==> config.mk <==
export PLATFORM = sky130hd
export DESIGN_NAME = regfile_access_ctrl
export DESIGN_NICKNAME = d
export VERILOG_FILES = /design/src/rtl/regfile_access_ctrl.sv
export SDC_FILE = /design/constraint.sdc
export NUM_CORES = 1
export LEC_CHECK = 0
export CAP_MARGIN = 10
export CORE_MARGIN = 2
export CORE_UTILIZATION = 40
export DETAILED_ROUTE_END_ITERATION = 10
export PLACE_DENSITY_LB_ADDON = 0.1
export SYNTH_ARGS = -nofsm -noshare
export SYNTH_HDL_FRONTEND = slang
export SYNTH_SLANG_ARGS = --single-unit
==> constraint.sdc <==
create_clock -name clk -period 2.2 [get_ports clk]
set_input_delay 0.33 -clock clk [delete_from_list [all_inputs] [get_ports clk]]
set_output_delay 0.33 -clock clk [all_outputs]
set_load 0.005 [all_outputs]
==> src/rtl/regfile_access_ctrl.sv <==
// regfile_access_ctrl
//   Operand-fetch controller in front of a 2-read/1-write register file with
//   registered reads. A request latches two source register numbers, drives
//   them to the register file, captures the returned data and holds it until
//   the consumer takes it. Write-backs pass straight through to the register
//   file and are forwarded into an in-flight fetch so the operands never go
//   stale. A saturating counter records forwarding events.
//
// Ports
//   clk, rst                 clock, synchronous active-high reset
//   req_valid/req_ready      operand-fetch request handshake
//   req_rs, req_rt           source register numbers (operand A / B)
//   op_valid/op_ready        operand handshake towards the consumer
//   op_a, op_b               fetched operands
//   wb_valid/wb_ready        write-back handshake (wb_reg, wb_data)
//   rf_ra, rf_rb             register file read addresses
//   rf_rda, rf_rdb           register file read data (one cycle after address)
//   rf_we, rf_wr, rf_wd      register file write port
//   fwd_count                saturating count of forwarding cycles
//
// Parameters
//   ZERO_R0   1: register 0 always reads as zero and is never forwarded
//   CNT_W     width of fwd_count

module regfile_access_ctrl #(
   parameter bit          ZERO_R0 = 1'b0,
   parameter int unsigned CNT_W   = 16
) (
   input  logic             clk,
   input  logic             rst,

   input  logic             req_valid,
   output logic             req_ready,
   input  logic [4:0]       req_rs,
   input  logic [4:0]       req_rt,

   output logic             op_valid,
   input  logic             op_ready,
   output logic [31:0]      op_a,
   output logic [31:0]      op_b,

   input  logic             wb_valid,
   input  logic [4:0]       wb_reg,
   input  logic [31:0]      wb_data,
   output logic             wb_ready,

   output logic [4:0]       rf_ra,
   output logic [4:0]       rf_rb,
   output logic [4:0]       rf_wr,
   output logic [31:0]      rf_wd,
   output logic             rf_we,
   input  logic [31:0]      rf_rda,
   input  logic [31:0]      rf_rdb,

   output logic [CNT_W-1:0] fwd_count
);

   localparam int unsigned AW = 5;
   localparam int unsigned DW = 32;

   typedef enum logic [1:0] {
      IDLE    = 2'd0,
      ISSUE   = 2'd1,
      CAPTURE = 2'd2,
      HOLD    = 2'd3
   } state_e;

   state_e           state_q;
   logic [AW-1:0]    addr_a_q, addr_b_q;
   logic [DW-1:0]    byp_a_q, byp_b_q;
   logic             byp_a_vld_q, byp_b_vld_q;
   logic             op_valid_q;
   logic [DW-1:0]    op_a_q, op_b_q;
   logic [CNT_W-1:0] fwd_cnt_q;

   logic             wb_fire;
   logic             zero_a, zero_b;
   logic             hit_a, hit_b;
   logic             fwd_evt;
   logic [DW-1:0]    cap_a_d, cap_b_d;
   logic [CNT_W-1:0] fwd_cnt_d;

   // Write-back pass-through; blocked while reset is asserted
   assign wb_fire  = wb_valid & ~rst;
   assign wb_ready = ~rst;
   assign rf_we    = wb_fire;
   assign rf_wr    = wb_reg;
   assign rf_wd    = wb_data;

   // Request handshake and registered read addresses
   assign req_ready = (state_q == IDLE) & ~rst;
   assign rf_ra     = addr_a_q;
   assign rf_rb     = addr_b_q;

   assign op_valid  = op_valid_q;
   assign op_a      = op_a_q;
   assign op_b      = op_b_q;
   assign fwd_count = fwd_cnt_q;

   // Hardwired-zero ports never forward
   assign zero_a = ZERO_R0 && (addr_a_q == AW'(0));
   assign zero_b = ZERO_R0 && (addr_b_q == AW'(0));
   assign hit_a  = wb_fire && (wb_reg == addr_a_q) && !zero_a;
   assign hit_b  = wb_fire && (wb_reg == addr_b_q) && !zero_b;

   // A write in the accept cycle reaches the register file before it is
   // sampled, so only the ISSUE/CAPTURE/HOLD cycles forward.
   assign fwd_evt = (state_q != IDLE) && (hit_a || hit_b);

   // Capture priority: zero register, live write-back, ISSUE bypass, rf data
   always_comb begin
      cap_a_d = rf_rda;
      cap_b_d = rf_rdb;
      if (zero_a)           cap_a_d = '0;
      else if (hit_a)       cap_a_d = wb_data;
      else if (byp_a_vld_q) cap_a_d = byp_a_q;
      if (zero_b)           cap_b_d = '0;
      else if (hit_b)       cap_b_d = wb_data;
      else if (byp_b_vld_q) cap_b_d = byp_b_q;
   end

   // Saturating forwarding counter
   always_comb begin
      fwd_cnt_d = fwd_cnt_q;
      if (fwd_evt && !(&fwd_cnt_q)) fwd_cnt_d = fwd_cnt_q + CNT_W'(1);
   end

   // Fetch FSM with registered outputs and datapath
   always_ff @(posedge clk) begin
      if (rst) begin
         state_q     <= IDLE;
         addr_a_q    <= '0;
         addr_b_q    <= '0;
         byp_a_q     <= '0;
         byp_b_q     <= '0;
         byp_a_vld_q <= 1'b0;
         byp_b_vld_q <= 1'b0;
         op_valid_q  <= 1'b0;
         op_a_q      <= '0;
         op_b_q      <= '0;
         fwd_cnt_q   <= '0;
      end else begin
         fwd_cnt_q <= fwd_cnt_d;
         case (state_q)
            IDLE: begin
               if (req_valid) begin
                  addr_a_q    <= req_rs;
                  addr_b_q    <= req_rt;
                  byp_a_vld_q <= 1'b0;
                  byp_b_vld_q <= 1'b0;
                  state_q     <= ISSUE;
               end
            end
            ISSUE: begin
               // Register file reads the old value at this edge; keep the new one
               if (hit_a) begin
                  byp_a_q     <= wb_data;
                  byp_a_vld_q <= 1'b1;
               end
               if (hit_b) begin
                  byp_b_q     <= wb_data;
                  byp_b_vld_q <= 1'b1;
               end
               state_q <= CAPTURE;
            end
            CAPTURE: begin
               op_a_q     <= cap_a_d;
               op_b_q     <= cap_b_d;
               op_valid_q <= 1'b1;
               state_q    <= HOLD;
            end
            HOLD: begin
               // Held operands track write-backs, even on the release edge
               if (hit_a) op_a_q <= wb_data;
               if (hit_b) op_b_q <= wb_data;
               if (op_ready) begin
                  op_valid_q <= 1'b0;
                  state_q    <= IDLE;
               end
            end
            default: state_q <= IDLE;
         endcase
      end
   end

endmodule
Yosys cells after proc, flatten, opt, wreduce, memory -nomap -nowiden. Index checks and enable logic that the tools add are counted. Widths: inputs -> output; s select.

Register bits: 159. Word-level logic and storage cells: 64. Output and inout bits: 131. Bits of input ports: 116.

Multiplexer cells: 18. $add $sub $neg: 1. Reductions and logical operators: 20. Bitwise logic cells: 3. Equal/unequal tests: 11.

Operator list (number): $mux 32 (6); $pmux 32 s2 (2); $add 16x1->16 const B (1); $reduce_and 16->1 (1); $reduce_and 2->1 (7); $ne 2x2->1 const B (6); $eq 5x5->1 (2); $pmux 2 s4 (1); $pmux 1 s2 (3); $reduce_and 3->1 (2); $reduce_bool 2->1 (3); $eq 2x2->1 const B (2); $logic_and 1x1->1 (4); $mux 1 (4); $mux 2 (2); $and 1x1->1 (2); $eq 2x1->1 const B (1); $logic_not 2->1 (1); $logic_not 1->1 (1); $logic_or 1x1->1 (1); $not 1->1 (1).

Longest topological paths before layout.
Depth in word-level cells: 6. Gate-level depth with buffers: 8. Depth with buffers taken out: 6.

Least setup slack after synthesis. No wires, ideal clock.

Path type: reg-to-reg. From: register addr_b_q[4], in the netlist rf_rb[4]. To: register fwd_cnt_q[10], in the netlist fwd_count[10]. Setup time: 0.123 ns. Buffers on the path: 1. Required time: 2.077 ns. Data arrival time: 1.786 ns. Path slack: 0.291 ns. Stages on the path, launching flop included: 7. Clock period less this slack: 1.909 ns. Cells stage by stage: dfxtp_1 xor2_1 nor4_4 a22oi_2 buf_6 nor4_1 mux2_1.

Cells in the longest elaborated chain, start to end: 5.

RTL lines: start: declaration (RTL line 69) `logic [AW-1:0] addr_a_q, addr_b_q;`; start signal: assignment (RTL line 148) `addr_b_q <= req_rt;`; $eq 5x5->1 (RTL line 104) `assign hit_b = wb_fire && (wb_reg == addr_b_q) && !zero_b;`; $logic_and 1x1->1 (RTL line 104); $logic_or 1x1->1 (RTL line 108) `assign fwd_evt = (state_q != IDLE) && (hit_a || hit_b);`; $logic_and 1x1->1 (RTL line 108); $logic_and 1x1->1 (RTL line 125) `if (fwd_evt && !(&fwd_cnt_q)) fwd_cnt_d = fwd_cnt_q + CNT_W'(1);`; end signal: assignment (RTL line 143) `fwd_cnt_q <= fwd_cnt_d;`; end: declaration (RTL line 74) `logic [CNT_W-1:0] fwd_cnt_q;`.

No other way between the ends. A chain may end at the register's enable or synchronous reset.

Final worst setup path.
From: register state_q[0]. To: output req_ready.

Cells in the longest elaborated chain, start to end: 2.

RTL lines: start: declaration (RTL line 68) `state_e state_q;`; start signal: assignment (RTL line 131) `state_q <= IDLE;`; start signal: assignment (RTL line 151) `state_q <= ISSUE;`; start signal: assignment (RTL line 164) `state_q <= CAPTURE;`; $logic_not 2->1 (RTL line 91) `assign req_ready = (state_q == IDLE) & ~rst;`; $and 1x1->1 (RTL line 91); end: declaration (RTL line 33) `output logic req_ready,`.

No other way between the ends.

==> Implementation_results.wiki <==
{| class="wikitable"
! Metric !! Value
|-
| Status || completed
|-
| Mapped Cells || 809
|-
| Largest delay contributor family on the critical path || buffers and inverters
|-
| Detailed placement HPWL || 15300 um
|-
| Required arrival time at the worst endpoint || 1.87 ns
|-
| IO Count || 247
|-
| Tcrit/Tclk final || 94.9%
|-
| GRT Overall Usage || 21.6%
|-
| Synth area leader || sky130_fd_sc_hd__dfxtp_1
|-
| Number of inserted diodes || 0
|-
| CTS H-Tree Depth || 4
|-
| RR Startpoint || fwd_count[1]
|-
| Cell area power density || 804 nW/um^2
|-
| Wire length of the first global-routing pass || 34200 um
|-
| Final antenna-violating net count || 0
|-
| Unrepaired setup endpoints after global routing || yes
|-
| Number of buffers and inverters on the critical path || 3
|-
| CP Cell Sequence || inv_1 -> ha_2 -> inv_1 -> nor2_1 -> clkdlybuf4s50_1
|-
| Number of global-route vias before repair || 6322
|-
| Number of standard-cell rows in the floorplan || 50
|-
| R2R setup slack || 0.17 ns
|-
| Proportion of total power due to net switching || 28.6%
|-
| Cell count of the worst reg-to-reg path || 7
|-
| Max-Cap Viols || 0
|-
| Number of filler cells placed in the layout || 1665
|-
| Layout Nets || 1142
|-
| Int Power || 6250 uW
|-
| Maximum clock skew at final layout || 0.0127 ns
|-
| Area used by multi-input combinational logic || 3820 sq um
|-
| GPL Wtd Cong || 0.818
|-
| Proportion of synthesized chip area in sequential cells || 42.5%
|-
| Ranking of synthesized cells by area || sky130_fd_sc_hd__dfxtp_1, sky130_fd_sc_hd__mux2_2, sky130_fd_sc_hd__mux2i_1
|-
| Synthesized net count || 931
|-
| Number of failing hold endpoints at the final stage || 0
|-
| Later-pin clock latency in the skew report || 0.43 ns
|-
| IO buf count || 246
|-
| Hold buffer count at CTS || 0
|-
| Post-synthesis sequential element count || 159
|-
| Element type at the critical path end || primary output
|-
| Worst hold path startpoint || byp_b_q[29]
|-
| Count of buffers added by post-CTS timing repair for setup || 0
|-
| Arrival time reported for the critical path endpoint || 1.76 ns
|-
| Met3 capacity usage during global routing || 5.30%
|-
| Logic pwr share || 27.4%
|-
| Combined area of all synthesized cells || 7490 sq um
|-
| Core box area || 18500 sq um
|-
| CTS tree || done
|-
| Static Leakage || 0.00419 uW
|-
| Full die area || 19800 sq um
|-
| Via density per instance || 5.10
|-
| Final standard cell count with taps included and fillers excluded || 1266
|-
| Source of the critical timing path || state_q[0]
|-
| Critical R2R Capture || fwd_count[10]
|-
| Worst-path maximum fanout || 4
|-
| Routed Wire Length || 21600 um
|-
| Die width || 141 um
|-
| Met1 track demand over resource || 27.4%
|-
| Max incr delay on CP || 0.51 ns
|-
| Met2 track demand over resource in global routing || 36.7%
|-
| DR vias || 6459
|-
| Min-Delay Path Class || flip-flop to flip-flop
|-
| Top Usage Layer GRT || met2
|-
| CTS Sinks || 159
|-
| Worst-path cell with the longest stage delay || sky130_fd_sc_hd__clkdlybuf4s50_1
|-
| Total count of max-transition violations in the final report || 0
|-
| Crit path launch type || flip-flop
|-
| Actual transition at the worst max-transition pin || 0.547 ns
|-
| End point of the most critical hold path || byp_b_q[29]
|-
| Category of the critical setup timing path || flip-flop to primary output
|-
| First-pass DRT Iterations || 4
|-
| Total overflow reported by the global router || 0
|-
| Final count of negative-setup-slack endpoints || 0
|-
| EDFF count, synth || 0
|-
| Max Clk Rate || 479 MHz
|-
| Number of buffers inserted during clock tree synthesis || 17
|-
| Share of post-route cells with drive strength above 1 || 15.1%
|-
| Relative contribution of sequential cells to total power || 38.2%
|-
| Clock edge transition at the registers on the reported setup and hold paths || 0.06 ns
|-
| Async S/R FF share, synth || 0%
|-
| Clock share of power || 34.3%
|-
| CP most frequent cell || sky130_fd_sc_hd__inv_1
|-
| Per-instance average area after synthesis || 9.26 sq um
|-
| Root buffer cell || sky130_fd_sc_hd__clkbuf_16
|-
| Worst hold margin || 0.449 ns
|-
| Count of synthesis-stage warnings from yosys || 0
|-
| NetSw || 2510 uW
|-
| Number of cells in the design after placement || 1235
|-
| Iteration-0 DRC Markers || 232
|-
| Number of antenna violations at the first check in global routing || 0
|-
| Worst slew margin || 63.4%
|-
| Clock period minus final worst setup slack || 2.09 ns
|-
| Number of distinct library cells after synthesis || 38
|-
| Overall die height || 141 um
|-
| DRC errors left || 0
|-
| Layout overhead on the synthesized area || 45.3%
|-
| Hold Path Depth || 2
|-
| Largest net degree at the start of global routing || 103
|-
| Area used by sequential logic in the layout || 3190 sq um
|-
| Number of buffers on the longest clock path || 2
|-
| Post-DR wirelength/cell || 17.1 um
|-
| Synth Flop Type || sky130_fd_sc_hd__dfxtp_1
|-
| Worst supply voltage drop on vdd || 572 uV
|-
| Initial standard-cell utilization of the core || 40.5%
|-
| Portion of synthesized cell area occupied by the leading cell type || 42.5%
|}
-- layout by cell type (no fill, tap or decap), types with 10 or more instances in the layout --
master | synthesis | layout
sky130_fd_sc_hd__a21oi_1 | 92 | 89
sky130_fd_sc_hd__xor2_1 | 10 | 10
sky130_fd_sc_hd__nand2_1 | 156 | 156
sky130_fd_sc_hd__nor2_1 | 15 | 15
sky130_fd_sc_hd__mux2i_1 | 65 | 65
sky130_fd_sc_hd__buf_4 | 37 | 29
sky130_fd_sc_hd__clkbuf_16 | 0 | 17
sky130_fd_sc_hd__buf_12 | 0 | 14
sky130_fd_sc_hd__dfxtp_1 | 159 | 157
sky130_fd_sc_hd__mux2_2 | 65 | 65
sky130_fd_sc_hd__clkdlybuf4s50_1 | 0 | 245
sky130_fd_sc_hd__o2bb2ai_1 | 64 | 64
sky130_fd_sc_hd__o31ai_1 | 10 | 10
-- cell usage after synthesis (all sizes together), types with 2 or more instances --
| library cell | instances |
|---|---|
| a211oi | 3 |
| a21oi | 92 |
| and2 | 4 |
| and3 | 4 |
| buf | 56 |
| clkbuf | 40 |
| dfxtp | 159 |
| ha | 6 |
| inv | 9 |
| mux2 | 69 |
| mux2i | 65 |
| nand2 | 156 |
| nand2b | 2 |
| nand3 | 5 |
| nand4 | 4 |
| nor2 | 15 |
| nor2b | 6 |
| nor3 | 5 |
| nor4 | 4 |
| o2bb2ai | 64 |
| o31ai | 10 |
| or2 | 3 |
| or3 | 2 |
| or4 | 9 |
| xor2 | 10 |
-- through the flow --
step	setup TNS, ns	area, sq um	setup WS, ns	utilization, %	power [uW]
finish	0	10900	0.111	58.8	8760
global route	-0.00586	10900	-0.00570	58.8	9180
CTS	0	10900	0.0532	58.8	8850
detailed placement	-11.86	10300	-0.225	55.5	5830
global placement	-9.76	10300	-0.219	55.5	5810
floorplan	0	7490	0.291	-	4490
-- tightest hold or removal path: cells and delay by family (launching register included) --
family	cells	cell delay, ns
AO/OA/AOI/OAI	1	0.05
flip-flops	1	0.31
AND/OR/NAND/NOR	1	0.05
-- power groups by stage --
| stage | Sequential (uW) | Combinational [uW] | Clock, uW |
|---|---|---|---|
| finish | 3350 | 2400 | 3010 |
| CTS | 3350 | 2430 | 3070 |
| detailed placement | 3410 | 2420 | 0 |
| global placement | 3410 | 2400 | 0 |
| global route | 3380 | 2600 | 3190 |
| floorplan | 3400 | 1100 | 0 |
-- worst max-delay path by stage --
stage | to | slack [ns] | depth (start not counted)
final | req_ready | 0.11 | 5
after global routing | fwd_count[10] | -0.006 | 7
after CTS | req_ready | 0.05 | 5
after detailed placement | op_b[28] | -0.22 | 8
after global placement | fwd_count[10] | -0.22 | 7
after floorplan | fwd_count[10] | 0.29 | 6
-- cells by family after synthesis --
kind of cell,count (synthesis),share of synthesized area [%]
AND/OR/NAND/NOR,219,13.0
XOR/XNOR,10,1.17
multiplexers,134,19.1
AO/OA/AOI/OAI,176,15.8
adder cells (fa/ha/maj),6,1.00
buffers and inverters,105,7.51
flip-flops,159,42.5
-- flip-flops by register name, indices dropped and copies added, names as in the netlist --
signal,cells
rf_ra,5
byp_a_vld_q,1
fwd_count,16
state_q,2
rf_rb,5
op_b,32
op_a,32
op_valid,1
byp_b_q,32
byp_a_q,32
byp_b_vld_q,1
-- metal layers --
layer | wire, um | vias up | share of wire, %
met1 | 9730 | 3021 | 45
met2 | 10400 | 169 | 48
li1 | - | 3250 | -
met3 | 1280 | 19 | 5.9
met5 | 0 | - | 0
met4 | 259 | 0 | 1.2
-- cell type report --
class                           count  area share (%)
Clock buffer                       21            4.32
Clock inverter                     10            1.18
Inverter                            9           0.310
Multi-Input combinational cell    545            35.1
Sequential cell                   159            29.3
Tap cell                          234            2.69
Timing Repair Buffer              288            27.1
-- timing repair --
item	CTS	global route
resized for setup	0	2
endpoints found under the setup margin	0	2
endpoints found under the hold margin	0	0
Power figures use the tool's default switching activity.
==> edit 1: new RTL, same settings <==
Make the reset (`rst`) asynchronous in one clocked block. Comments in the files are not updated.
--- a/src/rtl/regfile_access_ctrl.sv
+++ b/src/rtl/regfile_access_ctrl.sv
@@ -128,3 +128,3 @@
    // Fetch FSM with registered outputs and datapath
-   always_ff @(posedge clk) begin
+   always_ff @(posedge clk or posedge rst) begin
       if (rst) begin
Function: differs if rst is asserted again (counterexample within 4 cycles, from zero or initial values and one cycle with rst high); with rst held inactive, the same outputs for 4 cycles.
==> edit 1 against the original RTL <==
- via count is 3.0% lower
- sequential cell count did not move
- cell area is 3.9% higher
- setup slack worse by 0.046 ns
- wire length grew 7.1%
- synthesized area increased by 4.1%
- critical endpoint is now op_b[3]
- highest routed layer unchanged
Power is not compared: it rests on default switching activity, and its combinational part moved more than twofold at a synthesized area within 25%.
==> edit 1: results (changes against the original RTL) <==
status:
  status: "completed"
min_path:
  holdCritPathClass: "in -> async"
detailed_routing:
  routed-via-count: 6264  # -3.0%
  wl_met1_mm: 10.1  # +3.3%
  detail_route.iter0.violations: 625  # +170%
  wl_met2_mm: 10.9  # +5.4%
  drt-pass1-iter-count: 9  # +5
  top_layer_used: "met4"
  met3_length_mm: 1.68  # +32%
  detail_route.wirelength_mm: 23.2  # +7.1%
place:
  dpl_worst_slack_ns: -0.378  # -0.153 ns
  dpl_cells: 1130  # -8.5%
  buffer_ports.inserted: 246  # unchanged
  detailedPlacementHpwl_mm: 15.6  # +1.4%
  gp_congestion: 0.856  # +4.6%
  placedInstanceArea_um2: 10700  # +4.3%
cells_and_area:
  antennaDiodeCount: 0  # unchanged
  count_of_nets_after_finishing: 1007  # -12%
  layout.cells.non_filler: 1163  # -8.1%
  post_route_cells_drive_above_1_share: 0.185  # +0.0337
  filler_cell_count: 1622  # -2.6%
logic_synthesis:
  synth.lib_cells_used.distinct: 40  # +5.3%
  synth-xor-area-share: 0.0269  # +0.0152
  synth-seq-area-share: 0.510  # +0.0851
  muxShareOfSynthArea: 0.196  # +0.00541
  synth_compound_area_frac: 0.112  # -0.0462
  netlist_top_cells_area: "sky130_fd_sc_hd__dfrtp_1 (51%), sky130_fd_sc_hd__mux2_2 (11%), sky130_fd_sc_hd__mux2i_1 (8.3%)"
  synthesis.yosys.warnings: 0  # unchanged
  post_synth.cell_area_avg_um2: 11.8  # +28%
  syn_nets: 781  # -16%
  ys_async_sr_fraction: 1.00  # +1.00
  synth_flop_cell: "sky130_fd_sc_hd__dfrtp_1"
  netlist_top_cells_count: "sky130_fd_sc_hd__dfrtp_1 (159), sky130_fd_sc_hd__inv_1 (103), sky130_fd_sc_hd__mux2_2 (75)"
  synth-adder-area-share: 0.00962  # -0.000398
global_route:
  groute.layer.met1.usage: 0.306  # +0.0322
  global_route.usage.total: 0.227  # +0.0107
  antenna_found_initial: 0  # unchanged
  grtUsageMet3: 0.0626  # +0.00966
  wire_length_of_the_first_global_routing_pass_mm: 35.9  # +4.9%
  global_route.usage.met2: 0.354  # -0.0130
  grt_max_degree: 160  # +55%
  grt_pass1_vias: 6578  # +4.0%
critical_path:
  cell_at_the_slowest_stage_of_the_critical_path: "sky130_fd_sc_hd__a21oi_2"
  critical_path.max_fanout: 15  # +11
  cp_data_arrival_time_ns: 2.36  # +0.60 ns
  cpPeakStageDelay_ns: 0.81  # +0.30 ns
clock_tree:
  clkTransAtPathRegs_ns: 0.06  # about the same
  cts_buffers: 17  # unchanged
  source_to_sink_clock_delay_at_the_later_pin_of_the_worst_skew_pair_ns: 0.42
  cts_root_buf: "sky130_fd_sc_hd__clkbuf_16"
  cts_htree_levels: 4  # unchanged
  ctsLongestPathBuffers: 2  # unchanged
job:
  cap_violations: 0  # unchanged
sta:
  finalClockSkew_ns: 0.0134  # +0.000767 ns
  slew_headroom: 0.292  # -0.342
power_and_ir_drop:
  static-leakage-power_nw: 5.19
  max_ir_drop_vdd_v: 0.000606
## edit 1: cell count changes in the layout (fill, tap and decap cells not counted), sizes merged, moves of 10 or more
cell	before	now
o2bb2ai	64	0
xnor2	0	22
nand2	156	13
o31ai	10	0
dfxtp	159	0
a21oi	92	9
inv	12	104
dfrtp	0	159
a222oi	0	62
## edit 1: power breakdown
part / switching [W] / total [W] / internal [W]
Sequential: 0.000743 / 0.00480 / 0.00405
Clock: 0.00122 / 0.00281 / 0.00160
Combinational: 0.00209 / 0.00494 / 0.00285
Total: 0.00405 / 0.0126 / 0.00850
## edit 1: worst paths after layout
check / end / from / cells past startpoint / slack (ns)
max: op_b[3] / state_q[0] / 5 / 0.07
min: byp_a_q[30] / rst / 4 / 0.40
max reg2reg: op_b[3] / state_q[0] / 5 / 0.07
min reg2reg: fwd_count[15] / fwd_count[15] / 1 / 0.50
max in group asynchronous: byp_b_vld_q / rst / 4 / 1.20
min in group clk: fwd_count[15] / fwd_count[15] / 1 / 0.50
## edit 1: worst max-delay path, delay by kind of cell, from the launching register on
kind / cells / cell delay (ns)
flops: 1 / 0.41
fa+ha+maj: 1 / 0.23
compound gates: 2 / 0.98
buf+inv: 1 / 0.08
simple gates: 1 / 0.24
## edit 1: cell type report
class	instances	area [µm²]	area share
clock buffer	21	450	0.0398
clock inverter	11	108	0.00951
inverter	103	390	0.0345
multi-input combinational	323	3160	0.279
sequential	159	3980	0.352
tap	265	332	0.0293
timing repair buffer	281	2890	0.256
## edit 1: repair_timing
item,4_1_cts,5_1_grt
cloned,0,1
gates resized for setup,5,4
pin swaps,0,4
endpoints found under the setup margin,2,64
endpoints found under the hold margin,0,0
==> edit 2: new RTL, config.mk and constraints unchanged <==
Without the edit above. Set the parameter `CNT_W` to 12 (it was 16).
--- a/src/rtl/regfile_access_ctrl.sv
+++ b/src/rtl/regfile_access_ctrl.sv
@@ -26,3 +26,3 @@
    parameter bit          ZERO_R0 = 1'b0,
-   parameter int unsigned CNT_W   = 16
+   parameter int unsigned CNT_W   = 12
 ) (
Interface: changed (resized fwd_count); port bits go from 247 to 243. The function was not compared with the original's and may differ.
==> edit 2 against the original RTL <==
- setup slack better by 0.019 ns
- register-to-register slack better by 0.08 ns
- fmax is 0.91% higher
- sequential cell count is 4 lower
- wire length is 4.9% higher
- first-iteration DRC count is 17% higher
- synthesized area is 2.4% lower
- cell area is 1.1% lower
- non-clock buffer count is 12 higher
- power hardly changed
- largest cell class unchanged
==> edit 2: results (changes against the original RTL) <==
logic_synthesis:
  ys_async_sr_fraction: 0  # unchanged
  syn_nets: 906  # -2.7%
  synth-seq-area-share: 0.424  # -0.000484
  netlist_top_cells_count: "sky130_fd_sc_hd__nand2_1 (159), sky130_fd_sc_hd__dfxtp_1 (155), sky130_fd_sc_hd__a21oi_1 (87)"
  synth-edff-count: 0  # unchanged
  synthesis.yosys.warnings: 0  # unchanged
  post_synth.cell_area_avg_um2: 9.33  # +0.71%
  synth.lib_cells_used.distinct: 43  # +13%
  netlist_top_cells_area: "sky130_fd_sc_hd__dfxtp_1 (42%), sky130_fd_sc_hd__mux2_2 (10%), sky130_fd_sc_hd__mux2i_1 (9.0%)"
clock_tree:
  clkTransAtPathRegs_ns: 0.07
  source_to_sink_clock_delay_at_the_later_pin_of_the_worst_skew_pair_ns: 0.43  # about the same
  cts_resized: 2  # +2
  cts_root_buf: "sky130_fd_sc_hd__clkbuf_16"
  ctsLongestPathBuffers: 2  # unchanged
  cts_htree_levels: 4  # unchanged
  post_cts_buffers: 0  # unchanged
  cts_buffers: 17  # unchanged
global_route:
  wire_length_of_the_first_global_routing_pass_mm: 35.0  # +2.4%
  global_route.usage.total: 0.227  # +0.0111
  antenna_found_initial: 0  # unchanged
  grt_max_degree: 55  # -47%
  grt_pass1_vias: 6270  # -0.82%
critical_path:
  cell_at_the_slowest_stage_of_the_critical_path: "sky130_fd_sc_hd__clkdlybuf4s50_1"
  cp_data_arrival_time_ns: 1.74  # -0.02 ns
  critical_path.max_fanout: 6  # +2
  worst-r2r-cell-count: 6  # -1
  cpPeakStageDelay_ns: 0.51  # about the same
sta:
  finalClockSkew_ns: 0.0204  # +0.00768 ns
  timing_worst_slew_pin_value_ns: 0.677  # +0.130 ns
place:
  placedInstanceArea_um2: 10100  # -1.7%
  buffer_ports.inserted: 242  # -1.6%
  detailedPlacementHpwl_mm: 15.4  # +0.43%
  dpl_worst_slack_ns: -0.142  # +0.0826 ns
  dpl_cells: 1216  # -1.5%
  gp_congestion: 0.793  # -3.0%
cells_and_area:
  antennaDiodeCount: 0  # unchanged
  post_route_cells_drive_above_1_share: 0.169  # +0.0178
  count_of_nets_after_finishing: 1133  # -0.79%
  layout.cells.non_filler: 1253  # -1.0%
detailed_routing:
  detail_route.wirelength_mm: 22.7  # +4.9%
  drt-pass1-iter-count: 5  # +1
  detail_route.iter0.violations: 272  # +17%
  routed-via-count: 6394  # -1.0%
min_path:
  timing.hold.worst_path_depth: 3  # +1
  holdCritPathClass: "in -> reg"
floorplan:
  die-area_um2: 19400  # -2.3%
power_and_ir_drop:
  p_sw_w: 0.00254  # +1.2%
  max_ir_drop_vdd_v: 0.000568  # -0.73%
  static-leakage-power_nw: 4.12  # -1.8%
status:
  status: "completed"
edit 2: area by class of cell:
class,instances,area (µm²)
Fill cell,1627,7190
Inverter,7,26.3
Timing Repair Buffer,300,3020
Sequential cell,155,3110
Clock buffer,20,457
Tap cell,229,287
Clock inverter,12,139
Multi-Input combinational cell,530,3740
edit 2: worst paths after layout:
path	startpoint	slack, ns	end
setup reg to reg	state_q[0]	0.25	op_a[25]
setup / recovery	state_q[1]	0.13	req_ready
hold / removal	rst	0.31	rf_ra[1]
hold reg to reg	byp_b_q[24]	0.45	byp_b_q[24]
edit 2: kinds of logic (layout without fill, tap and decap cells):
kind of cell / Yosys count / in the layout / share of synthesized area
AO/OA/AOI/OAI: 170 / 171 / 0.157
XOR/XNOR: 10 / 10 / 0.0120
adder cells (fa/ha/maj): 6 / 6 / 0.0103
buffers and inverters: 100 / 339 / 0.0785
flip-flops: 155 / 155 / 0.424
multiplexers: 132 / 132 / 0.192
AND/OR/NAND/NOR: 211 / 211 / 0.126
edit 2: worst max-delay path, delay by kind of cell, from the launching register on:
kind | cells | cell delay, ns
buffers and inverters | 2 | 0.66
AND/OR/NAND/NOR | 1 | 0.13
flip-flops | 1 | 0.34
adder cells (fa/ha/maj) | 1 | 0.19
edit 2: layer usage:
metal,global-route usage,routed length [µm],vias to the layer above
met5,0,0,-
met2,0.366,10500,185
met1,0.306,10700,3009
met4,0.0558,252,0
met3,0.0592,1270,16
li1,-,-,3184
edit 2: power groups by stage:
stage               combinational, W  clock [W]  sequential, W
floorplan                    0.00111          0        0.00332
global placement             0.00236          0        0.00333
detailed placement           0.00237          0        0.00333
CTS                          0.00242    0.00304        0.00327
global route                 0.00267    0.00315        0.00331
finish                       0.00248    0.00299        0.00327
